<file path="config.mk">
export PLATFORM = sky130hd
export DESIGN_NAME = rr_onehot_grant_sched
export DESIGN_NICKNAME = d
export VERILOG_FILES = /design/src/rtl/rr_onehot_grant_sched.sv
export SDC_FILE = /design/constraint.sdc
export NUM_CORES = 1
export LEC_CHECK = 0
export BUFFER_PORTS_ARGS = -buffer_cell sky130_fd_sc_hd__buf_2
export CORE_ASPECT_RATIO = 0.8
export CORE_UTILIZATION = 40
export CTS_BUF_LIST = sky130_fd_sc_hd__clkbuf_8
export CTS_CLUSTER_DIAMETER = 30
export DETAILED_ROUTE_END_ITERATION = 7
export SYNTH_ARGS = -nofsm -noshare
export SYNTH_HDL_FRONTEND = slang
export SYNTH_SLANG_ARGS = --single-unit
</file>
<file path="constraint.sdc">
create_clock -name clk -period 3.5 [get_ports clk]
set_clock_uncertainty 0.2 [all_clocks]
set_input_delay 0.35 -clock clk [delete_from_list [all_inputs] [get_ports clk]]
set_output_delay 0.35 -clock clk [all_outputs]
set_load 0.02 [all_outputs]
</file>
<file path="src/rtl/rr_onehot_grant_sched.sv">
// Round-robin scheduler granting one of 2^N requesters with a registered one-hot grant.
// Optional hold-limit revoke is built when GRANT_TIMEOUT_EN is defined.
module rr_onehot_grant_sched #(
    parameter int N        = 3,
    parameter int MAX_HOLD = 16
) (
    input  logic               clk,
    input  logic               rst_n,
    input  logic [(1<<N)-1:0]  req_i,
    input  logic               release_i,
    output logic [(1<<N)-1:0]  grant_o,
    output logic [N-1:0]       grant_idx_o,
    output logic               grant_valid_o,
    output logic               timeout_pulse_o,
    output logic               dbg_state_o
);
    localparam int R = 1 << N;

    typedef enum logic {IDLE = 1'b0, OWN = 1'b1} state_t;

    // Handshake: req_i is a level held by each requester; release_i is only
    // meaningful while grant_valid_o is high and ends ownership at the next edge.
    state_t         state_q;
    logic [N-1:0]   ptr_q;
    logic [N-1:0]   idx_q;
    logic [R-1:0]   grant_q;
    logic           valid_q;
    logic           timeout_q;
    logic [N-1:0]   winner_d;
    logic           found_d;
    logic [N-1:0]   scan_idx;
    logic           exit_d;
    logic [R-1:0]   one_hot_base;

`ifdef GRANT_TIMEOUT_EN
    localparam int HOLD_W = (MAX_HOLD > 2) ? $clog2(MAX_HOLD) : 1;
    logic [HOLD_W-1:0] hold_q;
`endif

    assign one_hot_base = {{(R-1){1'b0}}, 1'b1};

    // Scan from ptr_q upward with wraparound; first set bit wins.
    always_comb begin
        found_d  = 1'b0;
        winner_d = '0;
        scan_idx = '0;
        for (int i = 0; i < R; i++) begin
            scan_idx = ptr_q + N'(i);
            if (!found_d && req_i[scan_idx]) begin
                found_d  = 1'b1;
                winner_d = scan_idx;
            end
        end
    end

    assign exit_d = release_i || !req_i[idx_q];

    always_ff @(posedge clk or negedge rst_n) begin
        if (!rst_n) begin
            state_q   <= IDLE;
            ptr_q     <= '0;
            idx_q     <= '0;
            grant_q   <= '0;
            valid_q   <= 1'b0;
            timeout_q <= 1'b0;
`ifdef GRANT_TIMEOUT_EN
            hold_q    <= '0;
`endif
        end else begin
            timeout_q <= 1'b0;
            case (state_q)
                IDLE: begin
                    if (found_d) begin
                        state_q <= OWN;
                        idx_q   <= winner_d;
                        grant_q <= one_hot_base << winner_d;
                        valid_q <= 1'b1;
`ifdef GRANT_TIMEOUT_EN
                        hold_q  <= '0;
`endif
                    end
                end
                OWN: begin
                    if (exit_d) begin
                        state_q <= IDLE;
                        grant_q <= '0;
                        valid_q <= 1'b0;
                        ptr_q   <= idx_q + 1'b1;
`ifdef GRANT_TIMEOUT_EN
                    end else if (hold_q == HOLD_W'(MAX_HOLD - 1)) begin
                        // Forced revoke; a normal exit in the same cycle wins above.
                        state_q   <= IDLE;
                        grant_q   <= '0;
                        valid_q   <= 1'b0;
                        ptr_q     <= idx_q + 1'b1;
                        timeout_q <= 1'b1;
                    end else begin
                        hold_q <= hold_q + 1'b1;
`endif
                    end
                end
                default: state_q <= IDLE;
            endcase
        end
    end

    assign grant_o         = grant_q;
    assign grant_idx_o     = idx_q;
    assign grant_valid_o   = valid_q;
    assign timeout_pulse_o = timeout_q;
    assign dbg_state_o     = state_q;
endmodule
</file>
======== Yosys cells after proc, flatten, opt, wreduce, memory -nomap -nowiden ========
Index checks and enable logic that the tools add are counted.
operators by class
  mux-type cells .......................... 43
  equal/unequal tests ..................... 2
  shift-type cells ........................ 1
  reductions and logical operators ........ 19
  $add $sub $neg .......................... 8
  $lt $le $gt $ge ......................... 9
  div/mod/pow operators ................... 0
  multipliers ............................. 0
  bitwise logic cells ..................... 1
operator list
  cell                 number
  $lt 3x4->1 const B   9
  $bmux 1 s3           9
  $mux 3               8
  $mux 1               21
  $mux 8               2
  $pmux 8 s2           1
  $add 3x3->3 const B  4
  $logic_not 1->1      8
  $shl 1x3->8 const A  1
  $logic_and 1x1->1    7
  $add 3x1->3 const B  2
  $add 3x2->3 const B  2
  $reduce_and 2->1     3
  $pmux 1 s2           2
  $ne 2x1->1 const B   1
  $ne 2x2->1 const B   1
  $logic_or 1x1->1     1
  $not 1->1            1
word-level totals
  register bits after elaboration ......... 16
  memory bits (read-only) ................. 0
  input bits .............................. 11
  memories kept ........................... 0
  logic and storage cells ................. 88
  bits in latches ......................... 0
  output and inout port bits .............. 14
  bits in writable memories ............... 0

======== Logic depth before layout (Yosys ltp) ========
  depth in word-level cells ............... 27
  mapped depth ............................ 12
  mapped depth without buffers ............ 9

======== Worst setup path before layout ========
Ideal clock, no wire load.
  path kind ............................... register -> register
  from .................................... register ptr_q[0]
  to ...................................... register grant_q[5] (netlist: grant_o[5])
  data arrival time ....................... 3.130 ns
  clock period less this slack ............ 3.451 ns
  path buffers ............................ 2
  slack ................................... 0.049 ns
  stages on the path, launching flop included .. 12
  setup time .............................. 0.121 ns
  path through ............................ dfrtp_1 > buf_6 > buf_6 > clkinv_1 > ha_1 > mux4_2 > mux2_4 > nor2b_1 > a311oi_1 > o22ai_1 > a21o_1 > a32o_2
on the way
  cells in the longest elaborated chain, start to end .. 27
  elaborated cells on any way between the ends .. 58
  classes of those cells .................. add/sub (7); eq/ne (1); shift (1); mux (34); reduce/logical (15)
ends and longest elaborated chain
  item                                                  RTL line  RTL
  start: declaration                                    24        logic [N-1:0] ptr_q;
  start signal: assignment                              88        ptr_q <= idx_q + 1'b1;
  branches (longest 27 deep; another with $add 3x1->3)  -
  end signal: assignment                                76        grant_q <= one_hot_base << winner_d;
  end: declaration                                      26        logic [R-1:0] grant_q;
Parallel ways; which one is timed is not known. The select of a mux whose other input is x is not followed.
A chain may end at the register's enable or synchronous reset.

======== Worst setup path in the final report ========
Same ends and word-level chain as after synthesis.

==> summary.md <==
Max-cap violations in this run came to 0. The share of post-route cells with drive strength above 1 is 40.7%, and the clock sink count is 16. The count of mapped cells out of synthesis was 153. The number of warning messages in the yosys log was 0; the synthesized net count was 167. Global routing used 19.6% of the available tracks. The most instantiated library cell after synthesis is dfrtp_1. The logs give 56.0% for the worst slew margin relative to its limit and 359 for the count of filler cells inserted in the layout. For the arrival time of data at the critical path endpoint, the log shows 3.17 ns.

For this configuration, the core starts out at a cell density of 43.2%. Number of buffers inserted for hold repair after clock tree synthesis: 1. From left edge to right edge, the die measures 74.6 um. The number of cells on the worst reg-to-reg path was 9. The worst setup path is of the register to register kind. Setup repair after global routing left no endpoint under its margin. The sequential cells in the finished layout cover a total of 400 sq um. The maximum net fanout on the critical path was 6; the routed wire length was 3930 um. For the buffer count from post-CTS setup fixing, the log shows 0.

Summed over all failing endpoints, the final setup total negative slack is 0 ns. By count the netlist is led by 16 x dfrtp_1, 13 x mux4_2, 11 x nand2_1, 11 x nor2_1, 6 x o21ai_0. The tools report the area of the core as 3900 sq um. The tools report the endpoint required time on the critical path as 3.44 ns. The via count of the first global-routing pass is 1,274, and the cell count of the worst hold path is 1.

In this run the worst setup path begins at ptr_q[0]. In this run the vertical extent of the chip is 60.1 um. Gates resized during post-CTS repair numbered 0. TritonCTS built the clock tree. After detailed routing, the average wire length per cell comes to 16.9 um. The number of flops mapped to enable cells by yosys is 0. By area the synthesized netlist is led by dfrtp_1 24%, mux4_2 17%, mux2i_4 4.0%.

Yosys mapped the design onto 58 distinct sky130hd cell types. In this run the remaining antenna-violating nets after routing total 0. Relative to the synthesized area, the layout overhead comes to 12.8%. For the total via count in the routed design, the log shows 1,380. Setup violations remaining at the end of the flow were counted as 0. The time the worst path needs with I/O delays and setup works out to 3.23 ns.

The startpoint identified for the worst register-to-register timing path is ptr_q[0]. The run gives 25 as the number of I/O pins. The worst hold-check path type was register to register.

The tools report the number of antenna violations at the first check in global routing as 0. For the post-synthesis instance area, the log shows 1690 sq um. The maximum clock path buffer count was 2; the number of antenna cells inserted was 0.

Clock-pin slew was measured on the worst setup and hold paths at 0.06 ns. The worst hold path begins at grant_o[5]. After layout, the worst path uses 92.4% of the clock period.

The first global-routing pass estimated 6540 um of wire. The die covers 4480 sq um. The pin count of the biggest net entering global routing is 17, and the measured slew at the worst slew-check pin is 0.660 ns.

Root cell of the clock tree: clkbuf_8. For this run, asynchronously set or reset flops after synthesis account for 100%. In this run the core area contains 20 standard-cell rows. For the count of pins over their slew limit, the log shows 0.

The highest achievable clock rate is 309 MHz, and the global route total overflow is 0. After the first detailed-routing iteration, the DRC count stood at 122. The total area of multi-input combinational cells was 1190 sq um; the half-perimeter wire length of the detailed placement result was 3000 um. The worst setup path is captured at a register.

For this run, the leading register cell type out of synthesis is dfrtp_1. The post-synthesis area per instance is 11.0 sq um, and the source-to-sink clock delay at the later pin of the worst-skew pair is 0.25 ns. The total of buffers placed on input and output ports works out to 23. The mean number of vias per cell is 5.95, and the placer congestion estimate is 0.916. After detailed routing, the number of remaining DRC violations is 0.

The flip-flop and latch count after synthesis was 16. The worst setup path is launched from a register. The biggest area contributor in the post-synthesis netlist is dfrtp_1.

The sequential fraction of the synthesis area was 23.8%. The tools report the deepest level of the CTS H-tree as 1. The tools report the number of clock buffers inserted by TritonCTS as 3.

Of the post-synthesis cell area, the dominant cell type holds 23.8%. The final count of hold timing violations was 0; the number of search-and-repair iterations in the first detailed-routing pass was 4. The flow ran to the end, and the final reports show no timing, DRC or antenna violations. In the final design database the tool counted 192 nets.
cells in the final DEF (no fill, tap or decap), types with 5 or more instances in the layout:
cell     instances
a32o_2           5
mux4_2          13
nand2_1         11
buf_2           23
nor2_1          11
o21ai_0          6
inv_1            5
buf_4            5
dfrtp_1         16
sequential cells by signal (all words and copies together), names as in the netlist:
| signal | flops |
|---|---|
| grant_o | 8 |
| grant_valid_o | 1 |
| ptr_q | 3 |
| dbg_state_o | 1 |
| grant_idx_o | 3 |
worst max-delay path, cell delays in order, from the launching register on:
cell      delay [ns]
dfrtp_1         0.35
clkinv_1        0.08
ha_1            0.39
mux4_2          0.61
mux2i_4         0.29
o21ai_1         0.13
a311oi_1        0.36
o22ai_1         0.18
a21o_1          0.26
a32o_2          0.28
per-layer routing:
metal	GRT usage (%)	wire, um	up-vias
met4	5.12	23	0
met3	4.05	217	4
met2	27.2	1740	49
met5	0	0	-
met1	30.7	1960	679
li1	-	-	648
cell type report:
cell class / count / area share [%]
repair buffers: 29 / 8.55
inverters: 6 / 1.18
multi-input cells: 122 / 62.7
flip-flops and latches: 16 / 21.1
clock buffers: 4 / 2.89
well taps: 55 / 3.62
stage by stage:
| stage | cells | hold WS, ns | utilization, % | area, sq um | setup slack (ns) |
|---|---|---|---|---|---|
| after detailed placement | 227 | 0.0818 | 47.1 | 1840 | 0.303 |
| after CTS | 232 | 0.293 | 48.7 | 1900 | 0.291 |
| after global routing | 232 | 0.305 | 48.7 | 1900 | 0.141 |
| final | 232 | 0.293 | 48.7 | 1900 | 0.268 |
| after global placement | 227 | 0.0740 | 47.1 | 1840 | 0.342 |
| after floorplan | 153 | -0.146 | - | 1690 | 0.0490 |
worst paths after layout:
kind                                to  slack [ns]
max in group asynchronous     ptr_q[0]        2.51
hold / removal              grant_o[5]        0.29
setup / recovery            grant_o[5]        0.27
min in group asynchronous  dbg_state_o        0.33
hold reg to reg             grant_o[5]        0.29
setup reg to reg            grant_o[5]        0.27
cell families (layout without fill, tap and decap cells):
group	Yosys count	in the layout	synth area share, %
simple gates	41	41	13.5
mux	28	28	29.5
fa+ha+maj	3	3	2.23
other cells	1	1	0.223
buf+inv	15	39	5.49
compound gates	44	44	21.8
flops	16	16	23.8
xor+xnor	5	5	3.49
Power is left out: the tool's default activity adds up to more than one toggle a clock period on the data nets, which glitch-free logic cannot reach.
